===== src/rtl/axi_full_m_refill_if.sv =====
// Bundles the cache-side request/response and the AXI4 read channels of the line refill engine.
interface axi_full_m_refill_if #(
  parameter int LINE_BEATS = 4
);
  // Cache side
  logic                    req_valid;
  logic [31:0]             req_addr;
  logic                    req_ready;
  logic                    resp_valid;
  logic [64*LINE_BEATS-1:0] resp_line;
  logic                    resp_err;

  // AXI read address channel
  logic [31:0]             araddr;
  logic                    arvalid;
  logic [1:0]              arburst;
  logic [7:0]              arlen;
  logic [2:0]              arsize;
  logic                    arready;

  // AXI read data channel
  logic [63:0]             rdata;
  logic [1:0]              rresp;
  logic                    rvalid;
  logic                    rlast;
  logic                    rready;

  modport master (
    input  req_valid, req_addr,
    output req_ready, resp_valid, resp_line, resp_err,
    output araddr, arvalid, arburst, arlen, arsize,
    input  arready,
    input  rdata, rresp, rvalid, rlast,
    output rready
  );

  modport slave (
    output req_valid, req_addr,
    input  req_ready, resp_valid, resp_line, resp_err,
    input  araddr, arvalid, arburst, arlen, arsize,
    output arready,
    output rdata, rresp, rvalid, rlast,
    input  rready
  );
endinterface


===== src/rtl/axi_full_m_refill.sv =====
// Read-only AXI4 burst master: one INCR burst per cache-line miss, beats gathered
// into a line buffer and returned with an error flag in a single-cycle pulse.
module axi_full_m_refill #(
  parameter int LINE_BEATS = 4
) (
  input  logic                clk,
  input  logic                rst,
  axi_full_m_refill_if.master bus
);

  localparam int          OFFSET_BITS = $clog2(LINE_BEATS * 8);
  localparam int          IDX_W       = (LINE_BEATS > 1) ? $clog2(LINE_BEATS) : 1;
  localparam logic [31:0] ADDR_MASK   = ~((32'd1 << OFFSET_BITS) - 32'd1);
  localparam logic [7:0]  LAST_CNT    = 8'(LINE_BEATS - 1);

  typedef enum logic [1:0] {IDLE, AR, R, DONE} state_t;

  state_t      state;
  state_t      state_next;
  logic [31:0] addr_q;
  logic [7:0]  cnt;
  logic        err;
  logic [63:0] line_q [LINE_BEATS];
  logic        beat;
  logic        last_slot;
  logic        beat_end;

  // A beat is taken only while collecting; the burst ends on rlast or when the
  // final slot is filled, whichever comes first, so the counter never wraps.
  assign beat      = (state == R) && bus.rvalid;
  assign last_slot = (cnt == LAST_CNT);
  assign beat_end  = beat && (bus.rlast || last_slot);

  assign bus.araddr  = addr_q;
  assign bus.arburst = 2'b01;
  assign bus.arlen   = LAST_CNT;
  assign bus.arsize  = 3'b011;

  // State register
  always_ff @(posedge clk) begin
    if (rst) state <= IDLE;
    else     state <= state_next;
  end

  // Next-state selection and handshake outputs decoded from the current state
  always_comb begin
    state_next     = state;
    bus.req_ready  = 1'b0;
    bus.arvalid    = 1'b0;
    bus.rready     = 1'b0;
    bus.resp_valid = 1'b0;
    bus.resp_err   = 1'b0;
    unique case (state)
      IDLE: begin
        bus.req_ready = 1'b1;
        if (bus.req_valid) state_next = AR;
      end
      AR: begin
        bus.arvalid = 1'b1;
        if (bus.arready) state_next = R;
      end
      R: begin
        bus.rready = 1'b1;
        if (beat_end) state_next = DONE;
      end
      DONE: begin
        bus.resp_valid = 1'b1;
        bus.resp_err   = err;
        state_next     = IDLE;
      end
      default: state_next = IDLE;
    endcase
  end

  // Latch the aligned burst address, count beats, store data and accumulate errors;
  // a mismatch between rlast and the final slot marks a burst-length violation
  always_ff @(posedge clk) begin
    if (rst) begin
      addr_q <= '0;
      cnt    <= '0;
      err    <= 1'b0;
      for (int i = 0; i < LINE_BEATS; i++) line_q[i] <= '0;
    end else begin
      if (state == IDLE && bus.req_valid) begin
        addr_q <= bus.req_addr & ADDR_MASK;
        cnt    <= '0;
        err    <= 1'b0;
      end
      if (beat) begin
        line_q[cnt[IDX_W-1:0]] <= bus.rdata;
        cnt <= cnt + 8'd1;
        err <= err | (bus.rresp != 2'b00) | (bus.rlast != last_slot);
      end
    end
  end

  // Flatten the beat slots into the response line, beat i in the i-th 64-bit lane
  always_comb begin
    bus.resp_line = '0;
    for (int i = 0; i < LINE_BEATS; i++) bus.resp_line[64*i +: 64] = line_q[i];
  end

endmodule


===== src/flat_wrapper.sv =====
// flat-port wrapper written by rule: the top's interface ports become plain ports
module axi_full_m_refill_flat 
#(
  parameter int LINE_BEATS = 4
)
  (clk, rst, bus_req_valid, bus_req_addr, bus_req_ready, bus_resp_valid, bus_resp_line, bus_resp_err, bus_araddr, bus_arvalid, bus_arburst, bus_arlen, bus_arsize, bus_arready, bus_rdata, bus_rresp, bus_rvalid, bus_rlast, bus_rready);
  axi_full_m_refill_if #(.LINE_BEATS(LINE_BEATS)) bus_i ();
  input  logic clk;
  input  logic rst;
  input wire logic [$bits(bus_i.req_valid)-1:0] bus_req_valid;
  input wire logic [$bits(bus_i.req_addr)-1:0] bus_req_addr;
  output wire logic [$bits(bus_i.req_ready)-1:0] bus_req_ready;
  output wire logic [$bits(bus_i.resp_valid)-1:0] bus_resp_valid;
  output wire logic [$bits(bus_i.resp_line)-1:0] bus_resp_line;
  output wire logic [$bits(bus_i.resp_err)-1:0] bus_resp_err;
  output wire logic [$bits(bus_i.araddr)-1:0] bus_araddr;
  output wire logic [$bits(bus_i.arvalid)-1:0] bus_arvalid;
  output wire logic [$bits(bus_i.arburst)-1:0] bus_arburst;
  output wire logic [$bits(bus_i.arlen)-1:0] bus_arlen;
  output wire logic [$bits(bus_i.arsize)-1:0] bus_arsize;
  input wire logic [$bits(bus_i.arready)-1:0] bus_arready;
  input wire logic [$bits(bus_i.rdata)-1:0] bus_rdata;
  input wire logic [$bits(bus_i.rresp)-1:0] bus_rresp;
  input wire logic [$bits(bus_i.rvalid)-1:0] bus_rvalid;
  input wire logic [$bits(bus_i.rlast)-1:0] bus_rlast;
  output wire logic [$bits(bus_i.rready)-1:0] bus_rready;
  assign bus_i.req_valid = bus_req_valid;
  assign bus_i.req_addr = bus_req_addr;
  assign bus_req_ready = bus_i.req_ready;
  assign bus_resp_valid = bus_i.resp_valid;
  assign bus_resp_line = bus_i.resp_line;
  assign bus_resp_err = bus_i.resp_err;
  assign bus_araddr = bus_i.araddr;
  assign bus_arvalid = bus_i.arvalid;
  assign bus_arburst = bus_i.arburst;
  assign bus_arlen = bus_i.arlen;
  assign bus_arsize = bus_i.arsize;
  assign bus_i.arready = bus_arready;
  assign bus_i.rdata = bus_rdata;
  assign bus_i.rresp = bus_rresp;
  assign bus_i.rvalid = bus_rvalid;
  assign bus_i.rlast = bus_rlast;
  assign bus_rready = bus_i.rready;
  axi_full_m_refill #(.LINE_BEATS(LINE_BEATS)) u_core (.clk(clk), .rst(rst), .bus(bus_i));
endmodule

===== config.mk =====
export PLATFORM = sky130hd
export DESIGN_NAME = axi_full_m_refill_flat
export DESIGN_NICKNAME = d
export VERILOG_FILES = /design/src/rtl/axi_full_m_refill_if.sv /design/src/rtl/axi_full_m_refill.sv /design/src/flat_wrapper.sv
export SDC_FILE = /design/constraint.sdc
export NUM_CORES = 1
export LEC_CHECK = 0
export BUFFER_PORTS_ARGS = -buffer_cell sky130_fd_sc_hd__buf_2
export CAP_MARGIN = 30
export CORE_UTILIZATION = 45
export CTS_CLUSTER_SIZE = 12
export DETAILED_ROUTE_END_ITERATION = 16
export GPL_TIMING_DRIVEN = 1
export PLACE_DENSITY = 0.89
export SYNTH_ARGS = -nofsm -noshare
export SYNTH_HDL_FRONTEND = slang
export SYNTH_SLANG_ARGS = --single-unit

===== constraint.sdc =====
create_clock -name clk -period 2.6 [get_ports clk]
set_clock_uncertainty 0.2 [all_clocks]
set_input_delay 0.52 -clock clk [delete_from_list [all_inputs] [get_ports clk]]
set_output_delay 0.52 -clock clk [all_outputs]
set_load 0.02 [all_outputs]

Yosys cells after proc, flatten, opt, wreduce, memory -nomap -nowiden

Memories as Yosys holds them, arrays and structs flattened.
Index checks and enable logic that the tools add are counted.

Register bits after elaboration: 38
Memories kept: 1
Logic and storage cells: 46
RAM bits: 256
ROM bits: 0
Output and inout port bits: 306
Bits of input ports: 104
Bits in latches: 0

Bitwise gates (word level): 2
Mux-type cells: 21
Order comparisons: 0
Reductions and logical operators: 9
Equal/unequal tests: 8
Divide/modulo/power cells: 0
Shift operators: 0
Add/subtract/negate cells: 1
$mul: 0

Memories:

| name          | depth | bits a word | rd ports | clocked after Yosys merged registers in | wr ports | line                    | RTL |
|---|---|---|---|---|---|---|---|
| u_core.line_q | 4     | 64          | 4        | 0                                       | 4        | axi_full_m_refill.sv:23 | `logic [63:0] line_q [LINE_BEATS];` |

Operators by type and width:

| kind                | number |
|---|---|
| $mux 64             | 1 |
| $reduce_or 64->1    | 1 |
| $mux 8              | 2 |
| $mux 1              | 13 |
| $add 8x1->8 const B | 1 |
| $eq 8x2->1 const B  | 1 |
| $mux 2              | 4 |
| $pmux 2 s4          | 1 |
| $eq 2x2->1 const B  | 2 |
| $ne 2x2->1 const B  | 2 |
| $reduce_bool 2->1   | 2 |
| $logic_and 1x1->1   | 3 |
| $reduce_and 3->1    | 1 |
| $eq 2x1->1 const B  | 1 |
| $logic_not 2->1     | 1 |
| $ne 2x1->1 const B  | 1 |
| $or 1x1->1          | 2 |
| $logic_or 1x1->1    | 1 |
| $ne 1x1->1          | 1 |

Logic depth before layout (Yosys ltp)

Depth in word-level cells: 7
Gate-level depth with buffers: 8
Gate-level depth less buffers: 8

Worst setup path after synthesis

No wires, ideal clock.

Path kind: flip-flop to flip-flop
Start: register u_core.state[0]
End: memory u_core.line_q[1][0] (enable)
Clock period less this slack: 2.812 ns
Arrival: 2.218 ns
Required time: 2.006 ns
Stages on the path, launching flop included: 7
Buffers on the path: 1
Library setup time: 0.394 ns
Setup slack: -0.212 ns
Cell sequence: dfxtp_1 -> inv_1 -> ha_1 -> nand2_4 -> nor4b_4 -> buf_4 -> or2_2

RTL lines:

| element                | line                    | RTL |
|---|---|---|
| from (decl)            | axi_full_m_refill.sv:18 | `state_t state;` |
| from (signal assigned) | axi_full_m_refill.sv:42 | `else state <= state_next;` |
| to (decl)              | axi_full_m_refill.sv:23 |  |

==> results.cfg <==
[cells_and_area]
nFillCells = 1822
multiInputGateArea_sq_um = 2510
seq_area_sq_um = 8450
layout_commonest_cell = buf_2
layout_common_cells = 386 x buf_2, 260 x and2_1, 256 x edfxtp_1
layout-drive-gt1-share = 0.382
nets = 1273
final_core_util = 0.591
layout-area-overhead-vs-synth_pct = 28.2

[grt]
grt_pass1_vias = 7223
grt_pass1_wl_mm = 40.3
grt_max_degree = 65
grt_use_total = 0.204
antenna_found_initial = 3
globalRouteOverflowTotal = 0

[timing]
slew_headroom = 0.404
fin_crit_ps = 2370
max_freq_mhz = 422
hold_slack_ps = 28.4
fin_crit_sh = 0.912
setup_tns_ps = 0
hold_viol_final = 0
rsz0062_at_grt = no
worstMarginPinSlew_ps = 893
slew_viol_final = 0
setup_violations = 0

[critical_path]
path_buf_inv = 2
worst_ep_required_time_ps = 2790
cp_cell_sequence = inv_1, ha_1, nand2_4, nor2_4, buf_4, and2_1
path_max_fanout = 39
slowest_delay_ps = 670
critical-path-top-delay-family = simple AND/OR/NAND/NOR gates
cpMaxStageDelayCell = nor2_4
arrival_ps = 2560
critPathKind = reg -> reg
worstSetupStartpointType = flop
cp-end-kind = flop

[placed_design]
port_buffers = 386
finalWeightedCongestion = 0.794
dp_hpwl_mm = 17.8

[yosys]
synthArstFlopShare = 0
synth_edf_count = 256
ys_warn_count = 0
ys.flop_type = edfxtp_1
synth_cells = 760
synth_cell_types = 39
synth.avg_cell_area_sq_um = 14.8
ys_ff_latch = 294
synth-seq-area-share = 0.749
syn_area_sq_um = 11300

[floorplan]
chipWidth_microns = 160
ioPinCount = 410
dieArea_sq_um = 25700
rows = 57
initial_core_util = 0.461
die_h_microns = 160
core-area_sq_um = 24500

[power]
power.density_nw_per_um2 = 762
power_leakage_nw = 6.34
ir_drop_mv = 0.615

[clock_tree]
cts_sinks = 294
clk_pin_slew_ps = 60
ctsLongestPathBuffers = 3
numCtsBuffers = 29
cts_tree = yes
post-cts-setup-buffers = 0
cts_hold_buffers = 7
post_cts_resized = 0
cts_root_buffer = clkbuf_16
clk_latency_ps = 530
cts_max_level = 1

[detailed_routing]
highest_layer = met5
drt_wl_total_mm = 27.3
num_vias = 7382
wl_met3_mm = 2.06
drc = 0
first_pass_iters = 5
wl_met2_mm = 14.6
ant_nets = 0
wl_per_cell_microns = 18.2
vias_per_cell = 4.90
route.layer.met1.wl_mm = 10.0
drt_first_iter_violations = 537

[flow_run]
cap_violations = 0

[run_status]
outcome = completed

[min_path]
min_path_type = in -> reg
-- synth_stat cells, types with 3 or more instances --
master    instances  share of area
buf_6            10          0.010
clkbuf_1         13         0.0043
and2_1          260           0.14
clkbuf_2          6         0.0027
nor3_1            4         0.0018
edfxtp_1        256           0.68
buf_2             5         0.0022
o31ai_1           3         0.0020
a21oi_1          32          0.014
o21ai_0           4         0.0018
inv_1             4         0.0013
or2_2             4         0.0022
ha_1              6         0.0067
nand2_1          58          0.019
dfxtp_1          38          0.067
buf_4            21          0.014
nor2_1            8         0.0027
-- registers in the layout, summed over array words and instances (netlist names) --
signal             flops
u_core.err             1
u_core.line_q        256
u_core.cnt             8
u_core.state           2
u_core.bus.araddr     27
-- routing by layer --
| metal | vias up | track usage |
|---|---|---|
| met5 | - | 0 |
| met2 | 389 | 0.383 |
| met3 | 44 | 0.0413 |
| met1 | 3571 | 0.235 |
| li1 | 3374 | - |
| met4 | 4 | 0.0589 |
-- path summary, 6_finish.rpt --
check / end / slack [ps] / start / cells after the start
setup / recovery: u_core.line_q[3][39]$_DFFE_PP_ / 230 / u_core.state[0]$_SDFFE_PP0P_ / 6
hold / removal: u_core.bus.araddr[5]$_SDFFE_PP0P_ / 30 / bus_req_addr[5] / 3
setup reg to reg: u_core.line_q[3][39]$_DFFE_PP_ / 230 / u_core.state[0]$_SDFFE_PP0P_ / 6
hold reg to reg: u_core.bus.araddr[15]$_SDFFE_PP0P_ / 260 / u_core.bus.araddr[15]$_SDFFE_PP0P_ / 2
-- where the power goes --
group	total [mW]	switching (mW)	internal, mW
Combinational	1.68	1.15	0.529
Sequential	5.59	0.115	5.48
Clock	3.75	1.63	2.12
-- worst min-delay path: cells and delay by family --
kind | cells | cell delay (ps)
AO/OA/AOI/OAI | 1 | 50
AND/OR/NAND/NOR | 1 | 50
buffers and inverters | 1 | 90
-- logic make-up (layout without fill, tap and decap cells) --
logic type,Yosys count,after routing,synth area share
AO/OA/AOI/OAI,43,43,0.0204
other,2,19,0.000666
buffers and inverters,61,466,0.0352
adder cells (fa/ha/maj),6,6,0.00666
AND/OR/NAND/NOR,352,352,0.186
flip-flops,294,294,0.749
multiplexers,2,2,0.00189
-- through the flow --
stage                     setup WS, ps  total power, mW  std cells  area [sq um]
after floorplan                   96.0             6.71        776         11300
after global placement             234             7.30       1449         13600
after detailed placement           204             7.35       1449         13600
after CTS                          224             11.1       1505         14500
after global routing               117             11.4       1506         14500
final                              229             11.0       1506         14500
-- area by class of cell --
| type | count | share of cell area |
|---|---|---|
| clock inverters | 4 | 0.00147 |
| flip-flops and latches | 294 | 0.584 |
| inverters | 4 | 0.00104 |
| repair buffers | 413 | 0.156 |
| clock buffers | 45 | 0.0561 |
| diodes | 1 | 0.000173 |
| multi-input cells | 421 | 0.173 |
| well taps | 324 | 0.0280 |
No activity file was read; power rests on OpenSTA's default activity.
